`src/rtl/fqmul_pipe.sv`:
```
// fqmul_pipe: streaming (a*b) mod 3329 using a 3-stage Barrett reduction (k=32).
// A single global advance enable stalls every stage together, so a tag stays aligned with its data.
module fqmul_pipe #(
  parameter logic [15:0] Q    = 16'd3329,
  parameter logic [31:0] MU   = 32'h13AFB7,
  parameter int          TAGW = 8
) (
  input  logic            clk,
  input  logic            rst,
  input  logic            in_valid,
  output logic            in_ready,
  input  logic [15:0]     in_a,
  input  logic [15:0]     in_b,
  input  logic [TAGW-1:0] in_tag,
  output logic            out_valid,
  input  logic            out_ready,
  output logic [15:0]     out_r,
  output logic [TAGW-1:0] out_tag,
  output logic            busy
);

  logic [31:0]     r_c1;
  logic [TAGW-1:0] r_tag1;
  logic            r_v1;
  logic [31:0]     r_c2;
  logic [31:0]     r_t2;
  logic [TAGW-1:0] r_tag2;
  logic            r_v2;
  logic [15:0]     r_out_r;
  logic [TAGW-1:0] r_out_tag;
  logic            r_out_valid;

  logic            w_adv;
  logic [31:0]     w_c;
  logic [63:0]     w_prod;
  logic [31:0]     w_t;
  logic [31:0]     w_d;
  logic [31:0]     w_r;

  assign w_adv  = ~(r_out_valid & ~out_ready);
  assign w_c    = 32'(in_a) * 32'(in_b);
  assign w_prod = 64'(r_c1) * 64'(MU);
  assign w_t    = 32'(w_prod >> 32);
  // Modular wrap in 32 bits is harmless: the true difference is known to lie in [0, 2Q).
  assign w_d    = r_c2 - r_t2 * 32'(Q);
  assign w_r    = (w_d >= 32'(Q)) ? (w_d - 32'(Q)) : w_d;

  always_ff @(posedge clk) begin
    if (!rst) begin
      r_v1        <= 1'b0;
      r_v2        <= 1'b0;
      r_out_valid <= 1'b0;
      r_out_r     <= '0;
      r_out_tag   <= '0;
    end else if (w_adv) begin
      r_c1        <= w_c;
      r_tag1      <= in_tag;
      r_v1        <= in_valid;
      r_c2        <= r_c1;
      r_t2        <= w_t;
      r_tag2      <= r_tag1;
      r_v2        <= r_v1;
      // Bubbles reach the output as zeros so stale datapath values never show on out_r.
      r_out_r     <= r_v2 ? 16'(w_r) : '0;
      r_out_tag   <= r_v2 ? r_tag2 : '0;
      r_out_valid <= r_v2;
    end
  end

  assign in_ready  = w_adv;
  assign out_valid = r_out_valid;
  assign out_r     = r_out_r;
  assign out_tag   = r_out_tag;
  assign busy      = r_v1 | r_v2 | r_out_valid;

endmodule
```
`config.mk`:
```
export PLATFORM = sky130hd
export DESIGN_NAME = fqmul_pipe
export DESIGN_NICKNAME = d
export VERILOG_FILES = /design/src/rtl/fqmul_pipe.sv
export SDC_FILE = /design/constraint.sdc
export NUM_CORES = 2
export LEC_CHECK = 0
export CAP_MARGIN = 20
export CELL_PAD_IN_SITES_DETAIL_PLACEMENT = 0
export CELL_PAD_IN_SITES_GLOBAL_PLACEMENT = 2
export CORE_MARGIN = 5
export CORE_UTILIZATION = 40
export CTS_CLUSTER_SIZE = 28
export DETAILED_ROUTE_END_ITERATION = 8
export PLACE_DENSITY_LB_ADDON = 0.05
export SLEW_MARGIN = 25
export SYNTH_ARGS = -nofsm -noshare
export SYNTH_HDL_FRONTEND = slang
export SYNTH_SLANG_ARGS = --single-unit
```
`constraint.sdc`:
```
create_clock -name clk -period 11.57 [get_ports clk]
set_input_delay 1.157 -clock clk [delete_from_list [all_inputs] [get_ports clk]]
set_output_delay 1.157 -clock clk [all_outputs]
set_load 0.005 [all_outputs]
```
### Word level (Yosys, flattened, before mapping)

Index checks and enable logic that the tools add are counted.

| word-level totals | value |
|---|---|
| output and inout port bits | 27 |
| logic and storage cells | 25 |
| bits in registers | 128 |
| memories kept | 0 |
| latch bits | 0 |
| bits of input ports | 44 |
| memory bits (writable) | 0 |
| memory bits (read-only) | 0 |

| cells by class | value |
|---|---|
| multipliers | 3 |
| bitwise gates (word level) | 5 |
| reduce and logical (&&, ||, !) cells | 1 |
| div/mod/pow operators | 0 |
| equality and inequality tests | 0 |
| muxes and demuxes | 3 |
| magnitude comparators | 1 |
| shifts and indexed selects | 0 |
| add/subtract/negate cells | 2 |

Operators with widths:

| kind | number |
|---|---|
| $mul 32x21->53 const B | 1 |
| $ge 32x12->1 const B | 1 |
| $mul 16x16->32 | 1 |
| $mul 21x12->32 const B | 1 |
| $mux 16 | 2 |
| $sub 32x32->32 | 1 |
| $sub 16x12->16 const B | 1 |
| $mux 8 | 1 |
| $not 1->1 | 2 |
| $or 1x1->1 | 2 |
| $reduce_and 2->1 | 1 |
| $and 1x1->1 | 1 |

### Logic depth before layout (Yosys ltp)

| logic depth | value |
|---|---|
| depth after elaboration | 5 |
| gate-level depth with buffers | 26 |
| mapped depth without buffers | 26 |

### Least setup slack after synthesis

OpenSTA, ideal clock, no wires.

| timing path | value |
|---|---|
| path type | input to register |
| start point | input in_b[1] |
| end point | register r_c1[30] (data pin) |
| data required time | 11308 ps |
| setup slack | 4293 ps |
| cell stages on the path | 25 |
| data arrival time | 7014 ps |
| library setup time | 262 ps |
| buffers on the path | 1 |
| path through | clkbuf_1 nand2_1 fa_1 inv_1 fa_1 inv_1 fa_1 inv_1 fa_1 inv_1 fa_1 inv_1 fa_1 ha_1 and3_1 and2_1 a21oi_1 nand2_1 a311oi_1 o211ai_1 a41o_1 a221o_1 a41oi_1 o21bai_1 xor2_1 |

| on the way | value |
|---|---|
| word-level cells in the longest chain between the ends | 1 |

RTL lines:

| item | line | source |
|---|---|---|
| start, declared | 13 | `input logic [15:0] in_b,` |
| $mul 16x16->32 | 41 | `assign w_c = 32'(in_a) * 32'(in_b);` |
| via w_c[30] | 34 | `logic [31:0] w_c;` |
| end signal, assigned | 56 | `r_c1 <= w_c;` |
| end, declared | 22 | `logic [31:0] r_c1;` |

The timed path passes the listed nets, and every way through them passes these cells.
A chain may end at the register's enable or synchronous reset.

### Worst setup path in the final report

| timing path | value |
|---|---|
| start point | input in_a[13] |
| end point | register r_c1[30] (data pin) |

| on the way | value |
|---|---|
| word-level cells in the longest chain between the ends | 1 |

RTL lines:

| item | line | source |
|---|---|---|
| start, declared | 12 | `input logic [15:0] in_a,` |
| $mul 16x16->32 | 41 |  |
| via w_c[30] | 34 |  |

The timed path passes the listed nets, and every way through them passes these cells.

==> impl_metrics.env <==
export IMPL_path_max_fanout=16
export IMPL_ant_nets=0
export IMPL_grt_setup_unrepaired="false"
export IMPL_cts_tree="done"
export IMPL_worstSetupStartpointType="input pin"
export IMPL_io_pins=71
export IMPL_clkTransAtPathRegs_ns=0.07
export IMPL_slew_limit_headroom=0.398
export IMPL_final_setup_skew_ns=0.0165
export IMPL_worst_ep_required_time_ns=11.77
export IMPL_final_common_cell="inv_1"
export IMPL_crit_path_end_kind="register"
export IMPL_async_flop_share=0
export IMPL_outcome="finished clean"
export IMPL_synth_seq_cells=128
export IMPL_clk_path_buf_depth=2
export IMPL_synth_compound_area_frac=0.0629
export IMPL_globalplace_congestion=0.866
export IMPL_yosys_warnings=0
export IMPL_netlist_cell_type_count=72
export IMPL_placed_cell_area_mm2=0.0304
export IMPL_post_cts_buffers=0
export IMPL_fp_dieH_um=277
export IMPL_dp_hpwl_um=60400
export IMPL_period_needed_ns=8.09
export IMPL_overflow=0
export IMPL_synth_top_family_by_area="adder cells"
export IMPL_h_tree_depth=4
export IMPL_fmax_mhz=124
export IMPL_seq_area_frac_synth=0.125
export IMPL_final_util=0.434
export IMPL_via_per_inst=4.84
export IMPL_syn_num_nets=3848
export IMPL_synthMuxAreaShare=0.00389
export IMPL_hold_viol_final=0
export IMPL_cts_resized=0
export IMPL_yosys_area_share_adder=0.600
export IMPL_synth_area_leaders="fa_1 39%, ha_1 21%, edfxtp_1 11%"
export IMPL_antenna_found_initial=1
export IMPL_hold_path_class="register to register"
export IMPL_syn_to_final_growth_pct=8.19
export IMPL_cts_hold_buffers_added=0
export IMPL_fin_setup_tns_ns=0
export IMPL_port_buffers=70
export IMPL_clkLatencyLatePin_ns=0.45
export IMPL_drive_above_1_share=0.0208
export IMPL_synth_top_area_frac=0.395
export IMPL_ff2ff_setup_slack_ns=3.48
export IMPL_avgRoutedWirePerCell_um=18.1
export IMPL_gr_usage_all_layers=0.183
export IMPL_die_x_um=277
export IMPL_vias=18300
export IMPL_worst_slew_pin_transition_ns=0.902
export IMPL_cts_buffers_inserted=17
export IMPL_synth_simple_area_share=0.0854
export IMPL_seqCellArea_mm2=0.00357
export IMPL_syn_avg_cell_area_um2=10.3
export IMPL_finalInstanceArea_mm2=0.0309
export IMPL_synth_xor_area_frac=0.0227
export IMPL_wl_um=68500
export IMPL_fill_cells=6980
export IMPL_syn_area_mm2=0.0286
export IMPL_maxSlewViolCount=0
export IMPL_die_area_mm2=0.0770
export IMPL_fin_nets=3899
export IMPL_critPathKind="input pin to register"
export IMPL_first_pass_iters=4
export IMPL_cts_sinks=128
export IMPL_grt_max_degree=66
export IMPL_grt_pass1_vias=20500
export IMPL_start_util=0.401
export IMPL_core_area_mm2=0.0712
export IMPL_cp_data_arrival_time_ns=8.30
export IMPL_drcViolationCount=0
export IMPL_drv_cap=0
export IMPL_layout_common_cells="709 x inv_1, 564 x fa_1, 469 x ha_1"
export IMPL_synth_edf_count=101
export IMPL_clock_tree_root_cell="clkbuf_16"
export IMPL_setup_viol=0
export IMPL_multi_input_area_mm2=0.0222
export IMPL_grt_pass1_wl_um=112000
export IMPL_rows=98
export IMPL_drt_iter0_drc=593
export IMPL_synthFlopType="edfxtp_1"
export IMPL_synth_cells=2771
export IMPL_synth_top_cell_by_area="fa_1"
export IMPL_post_route_period_util=0.699
final timing paths:
kind	from	end	cells past startpoint
worst max-delay path	in_a[13]	r_c1[30]	25
worst min-delay path	r_tag1[5]	r_tag2[5]	0
worst max register to register	r_c1[10]	r_t2[20]	22
worst min register to register	r_tag1[5]	r_tag2[5]	0
cell families after synthesis:
group,count (synthesis)
AO/OA/AOI/OAI,260
XOR/XNOR,74
buffers and inverters,757
multiplexers,11
adder cells (fa/ha/maj),1033
flip-flops,128
AND/OR/NAND/NOR,508
cell usage after synthesis (all sizes together) (13+ instances only):
master,instances
nand4,18
xnor2,49
o21a,13
nand2,232
nor2,51
o21ai,36
clkbuf,42
inv,709
a21oi,71
xor2,25
dfxtp,27
nor3,20
nand3,29
fa,564
ha,469
and3,15
a21o,35
edfxtp,101
o21bai,13
and2,94
through the flow:
| stage | setup WS [ns] | hold WS (ns) | std cells |
|---|---|---|---|
| global placement | 3.00 | 0.403 | 3753 |
| detailed placement | 2.89 | 0.405 | 3753 |
| CTS | 3.38 | 0.423 | 3785 |
| floorplan | 4.29 | 0.400 | 2771 |
| global route | 3.08 | 0.428 | 3785 |
| finish | 3.48 | 0.420 | 3786 |
critical path, cell delays in order:
cell,delay [ns]
clkdlybuf4s50_1,0.90
nand2_1,0.17
fa_1,0.56
inv_1,0.06
fa_1,0.53
inv_1,0.05
fa_1,0.51
inv_1,0.06
fa_1,0.53
inv_1,0.05
fa_1,0.48
inv_1,0.05
fa_1,0.43
ha_1,0.36
and3_1,0.19
and2_1,0.18
a21oi_1,0.14
nand2_1,0.08
a311oi_1,0.42
o211ai_1,0.26
a41o_1,0.32
a221o_1,0.35
a41oi_1,0.22
o21bai_1,0.09
xor2_1,0.14
area by class of cell:
class,count,share of cell area
Multi-Input combinational cell,1886,0.716
Clock buffer,18,0.0146
Inverter,709,0.0860
Clock inverter,14,0.00421
Sequential cell,128,0.115
Tap cell,950,0.0384
Antenna cell,1,0.0000809
Timing Repair Buffer,80,0.0251
state kept, by name (all words and copies together) (netlist names):
name,cells
out_tag,8
out_r,16
r_c2,32
out_valid,1
r_tag2,8
r_t2,21
r_v1,1
r_tag1,8
r_c1,32
r_v2,1
per-layer routing:
| layer | wire length, um | track usage | vias up | share of wire |
|---|---|---|---|---|
| met5 | 0 | 0 | - | 0 |
| met4 | 728 | 0.0282 | 0 | 0.011 |
| met3 | 1560 | 0.0192 | 32 | 0.023 |
| met2 | 35500 | 0.336 | 212 | 0.52 |
| met1 | 30700 | 0.239 | 9275 | 0.45 |
| li1 | - | - | 8795 | - |
Power is not shown: default switching activity piles up to over one toggle a cycle in this logic, so the estimate is an artifact.
